===== config.mk =====
export PLATFORM = sky130hd
export DESIGN_NAME = mem_arbiter
export DESIGN_NICKNAME = d
export VERILOG_FILES = /design/src/rtl/mem_arbiter.sv
export SDC_FILE = /design/constraint.sdc
export NUM_CORES = 1
export LEC_CHECK = 0
export CAP_MARGIN = 10
export CORE_UTILIZATION = 31
export DETAILED_ROUTE_END_ITERATION = 10
export PLACE_DENSITY = 0.82
export SLEW_MARGIN = 15
export SYNTH_ARGS = -nofsm -noshare
export SYNTH_HDL_FRONTEND = slang
export SYNTH_SLANG_ARGS = --single-unit
export TNS_END_PERCENT = 50

===== constraint.sdc =====
create_clock -name clk -period 2.7 [get_ports clk]
set_input_delay 0.27 -clock clk [delete_from_list [all_inputs] [get_ports clk]]
set_output_delay 0.27 -clock clk [all_outputs]
set_load 0.005 [all_outputs]

===== src/rtl/mem_arbiter.sv =====
// mem_arbiter: two-requester (MIPS core / host) single-port memory arbiter.
// Combinational grant with round-robin on contention, a host ownership lock,
// routing of one-cycle-latency read data back to the requester that issued
// the read, and a saturating counter of cycles in which the core was stalled.
module mem_arbiter #(
  parameter int WIDTH = 8
) (
  input  logic             clk,
  input  logic             reset,
  input  logic             core_req,
  input  logic             core_we,
  input  logic [WIDTH-1:0] core_adr,
  input  logic [WIDTH-1:0] core_wdata,
  output logic             core_gnt,
  output logic             core_rvalid,
  output logic [WIDTH-1:0] core_rdata,
  input  logic             host_req,
  input  logic             host_we,
  input  logic             host_lock,
  input  logic [WIDTH-1:0] host_adr,
  input  logic [WIDTH-1:0] host_wdata,
  output logic             host_gnt,
  output logic             host_rvalid,
  output logic [WIDTH-1:0] host_rdata,
  output logic             mem_en,
  output logic             mem_we,
  output logic [WIDTH-1:0] mem_adr,
  output logic [WIDTH-1:0] mem_wdata,
  input  logic [WIDTH-1:0] mem_rdata,
  output logic [7:0]       core_stall_cnt
);

  localparam logic OWN_CORE = 1'b0;
  localparam logic OWN_HOST = 1'b1;
  localparam logic [7:0] STALL_MAX = 8'd255;

  logic       lock_r;       // host holds ownership of the memory
  logic       ptr_r;        // round-robin owner for the next contended cycle
  logic       rd_pend_r;    // a read was granted last cycle
  logic       rd_owner_r;   // who issued that read
  logic [7:0] stall_cnt_r;

  logic       core_gnt_s;
  logic       host_gnt_s;
  logic       contended_s;
  logic       lock_s;
  logic       rd_issue_s;
  logic       core_rvalid_s;
  logic       host_rvalid_s;

  // Grant decision: reset blocks everything, lock favours host, otherwise
  // a lone requester wins and contention is settled by the pointer.
  always_comb begin
    core_gnt_s  = 1'b0;
    host_gnt_s  = 1'b0;
    contended_s = 1'b0;
    if (reset) begin
      core_gnt_s = 1'b0;
      host_gnt_s = 1'b0;
    end else if (lock_r) begin
      host_gnt_s = host_req;
    end else if (core_req && host_req) begin
      contended_s = 1'b1;
      if (ptr_r == OWN_CORE) begin
        core_gnt_s = 1'b1;
      end else begin
        host_gnt_s = 1'b1;
      end
    end else begin
      core_gnt_s = core_req;
      host_gnt_s = host_req;
    end
  end

  // Lock follows host_lock: any cycle it is low releases, a locked host grant sets.
  always_comb begin
    lock_s = lock_r;
    if (!host_lock) begin
      lock_s = 1'b0;
    end else if (host_gnt_s) begin
      lock_s = 1'b1;
    end else begin
      lock_s = lock_r;
    end
  end

  // Memory-side mux from the granted requester; zero when idle.
  always_comb begin
    mem_en    = core_gnt_s | host_gnt_s;
    mem_we    = 1'b0;
    mem_adr   = {WIDTH{1'b0}};
    mem_wdata = {WIDTH{1'b0}};
    case ({core_gnt_s, host_gnt_s})
      2'b10: begin
        mem_we    = core_we;
        mem_adr   = core_adr;
        mem_wdata = core_wdata;
      end
      2'b01: begin
        mem_we    = host_we;
        mem_adr   = host_adr;
        mem_wdata = host_wdata;
      end
      default: begin
        mem_we    = 1'b0;
        mem_adr   = {WIDTH{1'b0}};
        mem_wdata = {WIDTH{1'b0}};
      end
    endcase
  end

  assign rd_issue_s = (core_gnt_s && !core_we) || (host_gnt_s && !host_we);

  // Arbitration state, outstanding-read tracking and stall counter.
  always_ff @(posedge clk) begin
    if (reset) begin
      lock_r      <= 1'b0;
      ptr_r       <= OWN_CORE;
      rd_pend_r   <= 1'b0;
      rd_owner_r  <= OWN_CORE;
      stall_cnt_r <= 8'd0;
    end else begin
      lock_r     <= lock_s;
      rd_pend_r  <= rd_issue_s;
      rd_owner_r <= host_gnt_s ? OWN_HOST : OWN_CORE;
      if (contended_s) begin
        ptr_r <= core_gnt_s ? OWN_HOST : OWN_CORE;
      end else begin
        ptr_r <= ptr_r;
      end
      if (core_req && !core_gnt_s && (stall_cnt_r != STALL_MAX)) begin
        stall_cnt_r <= stall_cnt_r + 8'd1;
      end else begin
        stall_cnt_r <= stall_cnt_r;
      end
    end
  end

  // Read return routing; reset in the return cycle squashes the response.
  always_comb begin
    core_rvalid_s = rd_pend_r && (rd_owner_r == OWN_CORE) && !reset;
    host_rvalid_s = rd_pend_r && (rd_owner_r == OWN_HOST) && !reset;
    core_rdata    = core_rvalid_s ? mem_rdata : {WIDTH{1'b0}};
    host_rdata    = host_rvalid_s ? mem_rdata : {WIDTH{1'b0}};
  end

  assign core_gnt       = core_gnt_s;
  assign host_gnt       = host_gnt_s;
  assign core_rvalid    = core_rvalid_s;
  assign host_rvalid    = host_rvalid_s;
  assign core_stall_cnt = stall_cnt_r;

endmodule


**Word level (Yosys, flattened, before mapping)**

Cells that the tools add are included.

- Register bits after elaboration: 12
- Input bits: 47
- Output and inout port bits: 46
- Word-level logic and storage cells: 45

- $add $sub $neg: 1
- Equality and inequality tests: 3
- Mux-type cells: 18
- Bitwise operators: 3
- Reduce and logical (&&, ||, !) cells: 15

Operators by type and width:

| cell | count |
|---|---|
| $pmux 8 s2 | 2 |
| $mux 8 | 2 |
| $mux 1 | 13 |
| $logic_and 1x1->1 | 9 |
| $add 8x1->8 const B | 1 |
| $ne 8x8->1 const B | 1 |
| $logic_not 1->1 | 4 |
| $eq 2x1->1 const B | 1 |
| $eq 2x2->1 const B | 1 |
| $not 1->1 | 2 |
| $pmux 1 s2 | 1 |
| $reduce_or 2->1 | 1 |
| $logic_or 1x1->1 | 1 |
| $or 1x1->1 | 1 |

**Longest topological paths before layout**

- Depth after elaboration: 7
- Mapped depth: 9

**Worst setup path after synthesis**

OpenSTA, ideal clock, no wires.

- Path type: register -> output
- Start: register lock_r
- End: output mem_adr[1]
- Arrival: 1.786 ns
- Required time: 2.430 ns
- Slack: 0.644 ns
- Cell stages (with the launch flop): 8
- Buffers on the path: 2
- Cells stage by stage: dfxtp_1 -> nand2b_1 -> o21ai_0 -> ha_1 -> clkbuf_1 -> clkbuf_1 -> a22oi_1 -> nor2b_1

- Longest elaborated chain between the ends: 4
- Elaborated cells between the ends (all ways): 7

Ends and longest elaborated chain:

| item | RTL line | source |
|---|---|---|
| start, declared | 37 | `logic lock_r;` |
| start signal, assigned | 123 | `lock_r <= lock_s;` |
| $mux 1 | 60 | `end else if (lock_r) begin` |
| $mux 1 | 57 | `if (reset) begin` |
| $eq 2x1->1 or $eq 2x2->1 (tied branches) | 93 | `case ({core_gnt_s, host_gnt_s})` |
| $pmux 8 s2 (*) | 93 |  |
| end, declared | 27 | `output logic [WIDTH-1:0] mem_adr,` |

Every way passes the cells marked *; elsewhere a longest branch is shown, timed or not.

**Worst setup path after layout**

- Start: input host_req
- End: output mem_wdata[2]

- Longest elaborated chain between the ends: 6
- Elaborated cells between the ends (all ways): 10

Ends and longest elaborated chain:

| item | RTL line | source |
|---|---|---|
| start, declared | 17 | `input logic host_req,` |
| $logic_and 1x1->1 | 62 | `end else if (core_req && host_req) begin` |
| $mux 1 | 62 |  |
| $mux 1 | 60 |  |
| $mux 1 | 57 |  |
| $eq 2x1->1 or $eq 2x2->1 (tied branches) | 93 |  |
| $pmux 8 s2 (*) | 93 |  |
| end, declared | 28 | `output logic [WIDTH-1:0] mem_wdata,` |

Marks and branches as above.

==> impl_metrics.py <==
metrics = {
    "logic_synthesis": {
        "synthesis.area_mm2": 0.00105,
        "synth_fa_ha_area_frac": 0.0477,
        "synth_top_family_by_area": "simple AND/OR/NAND/NOR gates",
        "ys.flop_type": "dfxtp_1",
        "ys_types": 33,
        "yosys-top-cells-count": "nor2b_1, a22oi_1, and2_1",
        "syn_nets": 185,
        "synth.top_cell.area_share": 0.229,
        "muxShareOfSynthArea": 0.0417,
        "postSynthAreaPerCell_um2": 7.83,
        "synthXorXnorAreaFrac": 0.00834,
        "synth_top_area_cell": "dfxtp_1",
        "synth-edff-count": 0,
        "yosys.area_share.simple": 0.390,
        "synth_cells": 134,
        "yosys_register_bits": 12,
        "synth_compound_area_frac": 0.226,
        "yosysMostFrequentCell": "nor2b_1",
        "synth-async-reset-ratio": 0,
        "synthTopCellsByArea": "dfxtp_1, nor2b_1, a22oi_1",
        "synth_warnings": 0,
        "ys_seq_area_frac": 0.229,
    },
    "grt": {
        "grt_pass1_vias": 1178,
        "grt_pass1_wl_um": 5530,
        "antenna_found_initial": 0,
        "grt_max_degree": 19,
        "grt_overflow": 0,
        "grt_usage": 0.201,
    },
    "detailed_routing": {
        "first_pass_iters": 5,
        "final_antenna_net_count": 0,
        "detail_route.iter0.violations": 43,
        "drc": 0,
        "routed_wl_um": 3800,
        "avgRoutedWirePerCell_um": 14.0,
        "via_per_inst": 4.99,
        "num_vias": 1352,
    },
    "worst_hold_path": {
        "worstHoldStart": "core_stall_cnt[6]",
        "hold_path_class": "reg2reg",
    },
    "placed_design": {
        "detailed_place_hpwl_um": 3000,
        "gp_congestion": 0.737,
        "dp.cells": 267,
        "dp_slack_ns": -0.300,
        "place_area_mm2": 0.00205,
        "portBuffers": 92,
    },
    "clocking": {
        "clkSinkCount": 12,
        "clkTransAtPathRegs_ns": 0.08,
        "clockBufferDepth": 2,
        "postCtsSetupBuffers": 0,
        "cts_tree": "yes",
        "clk_latency_ns": 0.27,
        "cts_hold_buffers": 0,
        "cts_root_buffer": "clkbuf_4",
        "cts_max_level": 1,
        "cts_made_buffers": 3,
    },
    "cells_and_area": {
        "drive_gt1_frac": 0.0837,
        "final_area_mm2": 0.00215,
        "n_antenna_cell": 0,
        "final_cells": 271,
        "area_delta_synth_final_pct": 105,
        "fin_nets": 279,
    },
    "floorplanning": {
        "core-area_mm2": 0.00313,
        "die_x_um": 60.2,
        "ios": 93,
        "start_util": 0.336,
        "die-area_mm2": 0.00362,
        "die_h_um": 60.2,
        "rows": 20,
    },
    "timing": {
        "fmax_ghz": 0.380,
        "max_slew_margin": 0.705,
        "min_period_ns": 2.63,
        "finalCritPeriodShare": 0.974,
        "timing.final.ws_setup_ns": 0.0703,
        "hold_viol": 0,
        "setup_viol": 0,
        "maxSlewViolCount": 0,
        "fin_setup_tns_ns": 0,
        "tightest_slew_ns": 0.439,
        "skew_ns": 0.00380,
    },
    "power": {
        "power_density_mw_per_mm2": 254,
        "power.leakage_nw": 0.966,
        "peakVddDrop_uv": 267,
    },
    "worst_setup_path": {
        "worst_setup_path_start_kind": "input pin",
        "critPathLaunch": "host_req",
        "critPathKind": "in2out",
        "r2r-start": "core_stall_cnt[0]",
        "crit_arrival_ns": 2.36,
        "cp_max_fo": 17,
        "cp-end-kind": "primary output",
        "crit_required_ns": 2.43,
    },
    "run_status": {
        "outcome": "completed",
    },
    "run": {
        "maxCapViolCount": 0,
    },
}
## cell usage in the layout, fill, tap and decap left out, types with 2 or more instances in the layout
| cell type | Yosys | layout |
|---|---|---|
| nor3b_1 | 2 | 2 |
| nand2b_1 | 4 | 4 |
| mux2_2 | 3 | 3 |
| a22oi_1 | 17 | 17 |
| dfxtp_1 | 12 | 12 |
| a211oi_1 | 3 | 3 |
| clkbuf_4 | 0 | 3 |
| inv_1 | 7 | 7 |
| ha_4 | 0 | 2 |
| nand2_1 | 2 | 2 |
| buf_4 | 0 | 5 |
| nor2_1 | 5 | 5 |
| a21oi_1 | 2 | 2 |
| and2_1 | 16 | 16 |
| dlymetal6s2s_1 | 0 | 11 |
| nor2b_1 | 22 | 22 |
| a31oi_1 | 3 | 3 |
| clkdlybuf4s50_1 | 0 | 81 |
| nor4_1 | 2 | 2 |
| and4_1 | 4 | 4 |
## power by group
part           total, W  leakage, nW  switching [W]  internal, W
Combinational  0.000212        0.847      0.0000728     0.000139
Clock          0.000144       0.0210      0.0000619    0.0000820
Sequential     0.000191       0.0976     0.00000791     0.000183
## stage by stage
stage | hold WS [ns] | total power [W] | util
finish | 0.515 | 0.000547 | 0.688
global route | 0.534 | 0.000574 | 0.688
CTS | 0.515 | 0.000544 | 0.668
detailed placement | 0.502 | 0.000399 | 0.655
global placement | 0.482 | 0.000394 | 0.655
floorplan | 0.364 | 0.000265 | -
## cell families (layout without fill, tap and decap cells)
family | Yosys count | count (layout)
AO/OA/AOI/OAI | 32 | 32
buffers and inverters | 16 | 109
XOR/XNOR | 1 | 1
multiplexers | 4 | 4
flip-flops | 12 | 12
AND/OR/NAND/NOR | 65 | 65
adder cells (fa/ha/maj) | 4 | 4
## layout make-up
class | instances | area [um2]
flip-flops and latches | 12 | 240
well taps | 44 | 55.1
inverters | 7 | 26.3
multi-input cells | 106 | 790
clock buffers | 4 | 36.3
repair buffers | 98 | 1010
fillers | 245 | 975
## final timing paths
check                      endpoint  slack, ns  cells after the start
hold / removal    core_stall_cnt[6]       0.51                      2
hold reg to reg   core_stall_cnt[6]       0.51                      2
setup reg to reg  core_stall_cnt[0]       0.93                      4
setup / recovery       mem_wdata[2]       0.07                      9
## per-layer routing
metal,global-route usage,routed length (um)
met3,0.0498,242
met1,0.239,1510
met4,0.0498,22
met5,0,0
met2,0.355,2020
## what timing repair did
| item | CTS | global route |
|---|---|---|
| setup endpoints to repair | 17 | 17 |
| gates resized for setup | 3 | 16 |
| pin swaps | 1 | 0 |
## critical path: stages
cell and delay [ns]:
clkdlybuf4s50_1 0.42, buf_4 0.16, a211o_4 0.36, inv_1 0.10, ha_2 0.19, buf_12 0.14
a22oi_1 0.07, nor2b_1 0.12, clkdlybuf4s50_1 0.51
## registers in the layout, summed over array words and instances, names as in the netlist
signal,cells
lock_r,1
core_stall_cnt,8
rd_owner_r,1
ptr_r,1
rd_pend_r,1
Note: power is estimated with default switching activity, not from simulation.
==> RTL change 1 (same flow settings) <==
Reset style: asynchronous (`reset`), changed in one clocked block.
--- a/src/rtl/mem_arbiter.sv
+++ b/src/rtl/mem_arbiter.sv
@@ -114,3 +114,3 @@
   // Arbitration state, outstanding-read tracking and stall counter.
-  always_ff @(posedge clk) begin
+  always_ff @(posedge clk or posedge reset) begin
     if (reset) begin
Function: differs if reset is asserted again (counterexample within 4 cycles, from zero or initial values and one cycle with reset high); with reset held inactive, the same outputs for 10 cycles.
==> RTL change 1 against the original RTL <==
  * Wire length is 7.8% lower
  * Clock skew is 0.0020 ns lower
  * Sequential cell count stayed put
  * Design area is 2.8% higher
  * Synthesized cell count is 8.2% lower
  * Synthesized area is 2.5% higher
  * Worst hold slack worse by 0.29 ns
  * Setup slack better by 0.030 ns
  * Critical path type unchanged
Power is not compared: it rests on default switching activity, and its combinational part moved more than twofold at a synthesized area within 25%.
==> RTL change 1: results (changes against the original RTL) <==
* Status: finished clean
* Pin count of the biggest net entering global routing at 18 (-1)
* DP Worst Slack at 0.0269 ns (+0.326 ns)
* Avg WL per Cell at 12.9 µm (-7.8%)
* Overall global routing resource usage at 18.1% (-2.0 points)
* Number of diodes at 0 (unchanged)
* Lkg Pwr at 0.995 nW
* Clk_skew at 0.00175 ns (-0.00205 ns)
* Mapped Nets at 174 (-5.9%)
* Slew @ Worst Pin at 0.423 ns (-0.0164 ns)
* Hold/Removal Path Class: in -> async
* Asr flop ratio synth at 100% (+100 points)
* Dpl cell area at 2140 µm² (+4.6%)
* Seq/Total Area, Yosys at 27.9% (+5.0 points)
* Violation count after the first detailed-routing iteration at 31 (-28%)
* Clock Pin Slew Worst Setup and Hold Paths at 0.07 ns
* Bufs on Longest Clock Path at 2 (unchanged)
* WP data arrival at 2.33 ns (-0.03 ns)
* Global-route wire length before repair at 5020 µm (-9.1%)
* Nets at 278 (-0.36%)
* Synth cell count leaders: a22oi_1 (17), and2_1 (17), nor2b_1 (17)
* R2r endpoint: core_stall_cnt[1]$_DFFE_PP0P_
* Synth unique cells at 35 (+6.1%)
* FF-to-FF Start: core_stall_cnt[0]$_DFFE_PP0P_
* Hold_buf cts at 0 (unchanged)
* Vias in the first global route at 1102 (-6.5%)
* Clk_lat worst skew at 0.27 ns (about the same)
* Area contributors post-synth: dfrtp_1 (28%), a22oi_1 (12%), and2_1 (9.9%)
* Post-detail-place hpwl at 2770 µm (-7.4%)
* R2R Setup Slk at 1.21 ns (+0.28 ns)
* Top_reg_cell synth: dfrtp_1
* Worst hold slack at 0.228 ns (-0.287 ns)
* GPL Wtd Cong at 0.801 (+8.6%)
* Share of cells above drive strength 1 at 13.3% (+5.0 points)
* Pre-Repair DR Iteration Count at 4 (-1)
* Routed vias at 1264 (-6.5%)
-- RTL change 1: final cells by class --
cell class	count	area (µm²)
inverter	5	18.8
sequential	12	300
clock buffer	3	22.5
fill	305	1120
timing repair buffer	106	1080
tap	46	57.6
multi-input combinational	99	734
-- RTL change 1: layer usage --
layer  routed length (µm)  GRT usage (%)  part of all wire, %  up-vias
li1                     -              -                    -      646
met5                    0              0                    0        -
met3                  225           4.48                  6.4        0
met1                 1490           23.7                   42      576
met4                    0           1.95                    0        0
met2                 1790           31.2                   51       42
-- RTL change 1: worst max-delay path, stage by stage --
cell	delay (ns)
clkdlybuf4s50_1	0.43
nor3b_1	0.16
or2_2	0.31
inv_1	0.09
ha_2	0.19
buf_12	0.14
a22oi_1	0.09
nor2b_1	0.13
clkdlybuf4s50_1	0.51
-- RTL change 1: per-stage QoR --
step | utilization [%] | instances | total power [mW]
floorplan | - | 123 | 0.538
global placement | 64.3 | 267 | 0.834
detailed placement | 64.3 | 267 | 0.844
CTS | 64.9 | 270 | 0.955
global route | 66.3 | 271 | 1.03
finish | 66.3 | 271 | 0.951
-- RTL change 1: how the worst max path moves through the flow --
stage	slack, ns	cells after the start	from	end
final	0.10	9	core_req	mem_wdata[6]
after global routing	-0.04	8	ptr_r$_DFFE_PP0P_	mem_wdata[2]
after global placement	0.09	9	reset	mem_wdata[7]
after CTS	0.02	9	reset	mem_wdata[2]
after floorplan	0.63	8	lock_r$_DFFE_PP0P_	mem_adr[1]
after detailed placement	0.03	9	reset	mem_wdata[2]
-- RTL change 1: repair_timing --
| item | 4_1_cts | 5_1_grt |
|---|---|---|
| setup endpoints to repair | 0 | 17 |
| setup buffers | 0 | 1 |
| gates resized for setup | 0 | 14 |
-- RTL change 1: kinds of logic (layout without fill, tap and decap cells) --
family | Yosys count | count (layout) | synth area share (%)
simple gates | 59 | 59 | 34.8
compound gates | 29 | 29 | 21.0
flops | 12 | 12 | 27.9
buf+inv | 12 | 114 | 4.77
mux | 5 | 5 | 5.23
fa+ha+maj | 4 | 4 | 4.65
xor+xnor | 2 | 2 | 1.63
-- RTL change 1: power groups by stage --
stage          logic (mW)  registers [mW]  clock network [mW]
4_1_cts             0.524           0.320               0.112
6_report            0.527           0.319               0.105
5_1_grt             0.575           0.331               0.120
2_1_floorplan       0.226           0.312                   0
3_3_place_gp        0.511           0.323                   0
3_5_place_dp        0.520           0.324                   0
==> RTL change 2 (same flow settings) <==
Made on the original files. The parameter `WIDTH` goes from 8 to 6.
--- a/src/rtl/mem_arbiter.sv
+++ b/src/rtl/mem_arbiter.sv
@@ -5,3 +5,3 @@
 module mem_arbiter #(
-  parameter int WIDTH = 8
+  parameter int WIDTH = 6
 ) (
Interface: changed (9 resized); port bits go from 93 to 75. No check against the original RTL was run, so the function may have changed too.
==> RTL change 2 against the original RTL <==
  * The run now ends with DRC left
  * Non-clock buffer count shrank 17
  * Setup slack gained 0.046 ns
  * Register-to-register slack worse by 0.04 ns
  * Total power is 4.5% lower
  * Wire length fell by 12%
  * Synthesized area decreased by 8.5%
  * Largest power group is now sequential cells
  * Design area down 15%
  * Sequential cell count stayed put
==> RTL change 2: results (changes against the original RTL) <==
* Via density at 5.28 (+5.9%)
* Worst-path fanout max at 13 (-4)
* Final wirelength at 3330 µm (-12%)
* Met1 Use GR at 21.5% (-2.4 points)
* Signal buf overhead at 43.9% (-2.8 points)
* Nets at 241 (-14%)
* Share of cells above drive strength 1 at 8.54% (+0.17 points)
* Synth Area in Adders at 5.21% (+0.44 points)
* Critical Path End: mem_adr[4]
* CP Launch Point: core_req
* Mux contribution to synthesized area at 4.56% (+0.39 points)
* Fraction of area in multi-input gates at 37.4% (+0.78 points)
* M1 WL at 1260 µm (-17%)
* DRC viols at 2 (+2)
* Non-clock buffers at 81 (-17%)
* Lkg Pwr at 0.676 nW (-30%)
* Mapped Nets at 161 (-13%)
* WL met2 at 1850 µm (-8.3%)
* Hold depth at 2 (unchanged)
* Violation count after the first detailed-routing iteration at 25 (-42%)
* Fill cells at 241 (-1.6%)
* Clk_lat worst skew at 0.29 ns (+0.02 ns)
* Comb power at 0.178 mW (-16%)
* Clock network power at 0.154 mW (+7%)
* Failing checks: DRC
* Post-detail-place hpwl at 2590 µm (-14%)
* N_taps at 31 (-30%)
* GPL Wtd Cong at 0.843 (+14%)
* Overall global routing resource usage at 20.5% (+0.47 points)
* Synth cell count leaders: nor2b_1 (17), a22oi_1 (13), and2_1 (12), dfxtp_1 (12), inv_1 (7)
* Synth unique cells at 31 (-6.1%)
* WP data arrival at 2.31 ns (-0.05 ns)
* Seq/Total Area, Yosys at 25.0% (+2.1 points)
* Grt met3 use at 3.57% (-1.4 points)
* Port buffer count at 74 (-20%)
* R2R Setup Slk at 0.89 ns (-0.04 ns)
* Area contributors post-synth: dfxtp_1 (25%), nor2b_1 (11%), a22oi_1 (10%)
* Xor/xnor cell area share of the yosys netlist at 0.911% (+0.077 points)
* Sw Ratio at 27.0% (+0.93 points)
* Pre-Repair DR Iteration Count at 7 (+2)
* M2 GR Usage at 39.7% (+4.2 points)
* Vias in the first global route at 1171 (-0.59%)
* Slew headroom at 63.9% (-6.6 points)
* Dpl cell area at 1780 µm² (-13%)
* Status: finished, violations left
* Multi-In Gates at 95 (-10%)
* Worst-case vdd ir drop at 0.238 mV (-11%)
[RTL change 2: cell count changes in the layout (fill, tap and decap cells not counted), sizes merged, moves of 2 or more]
cell           before  now
dlymetal6s2s       11    0
clkdlybuf4s50      81   74
nor2b              22   17
a22oi              17   13
and2               16   12
nor4                2    4
[RTL change 2: timing repair]
action | in CTS | in global routing
setup buffers | 0 | 1
pin swaps | 0 | 1
hold buffers | 0 | 0
gates resized for setup | 1 | 3
setup endpoints to repair | 13 | 13
[RTL change 2: through the flow]
step	setup slack (ns)	hold slack [ns]	power [mW]	std cells	util [%]
floorplan	0.814	0.364	0.256	120	-
global placement	0.00966	0.501	0.362	225	62.2
detailed placement	-0.0465	0.516	0.366	225	62.2
CTS	0.0831	0.535	0.518	229	63.6
global route	0.0143	0.571	0.548	230	64.3
finish	0.117	0.540	0.522	230	64.3
[RTL change 2: worst reg2reg max path, stage by stage, from the launching register on]
cell and delay (ns):
dfxtp_1 0.36, ha_1 0.29, and3_1 0.21, a211oi_1 0.45, mux2_2 0.39
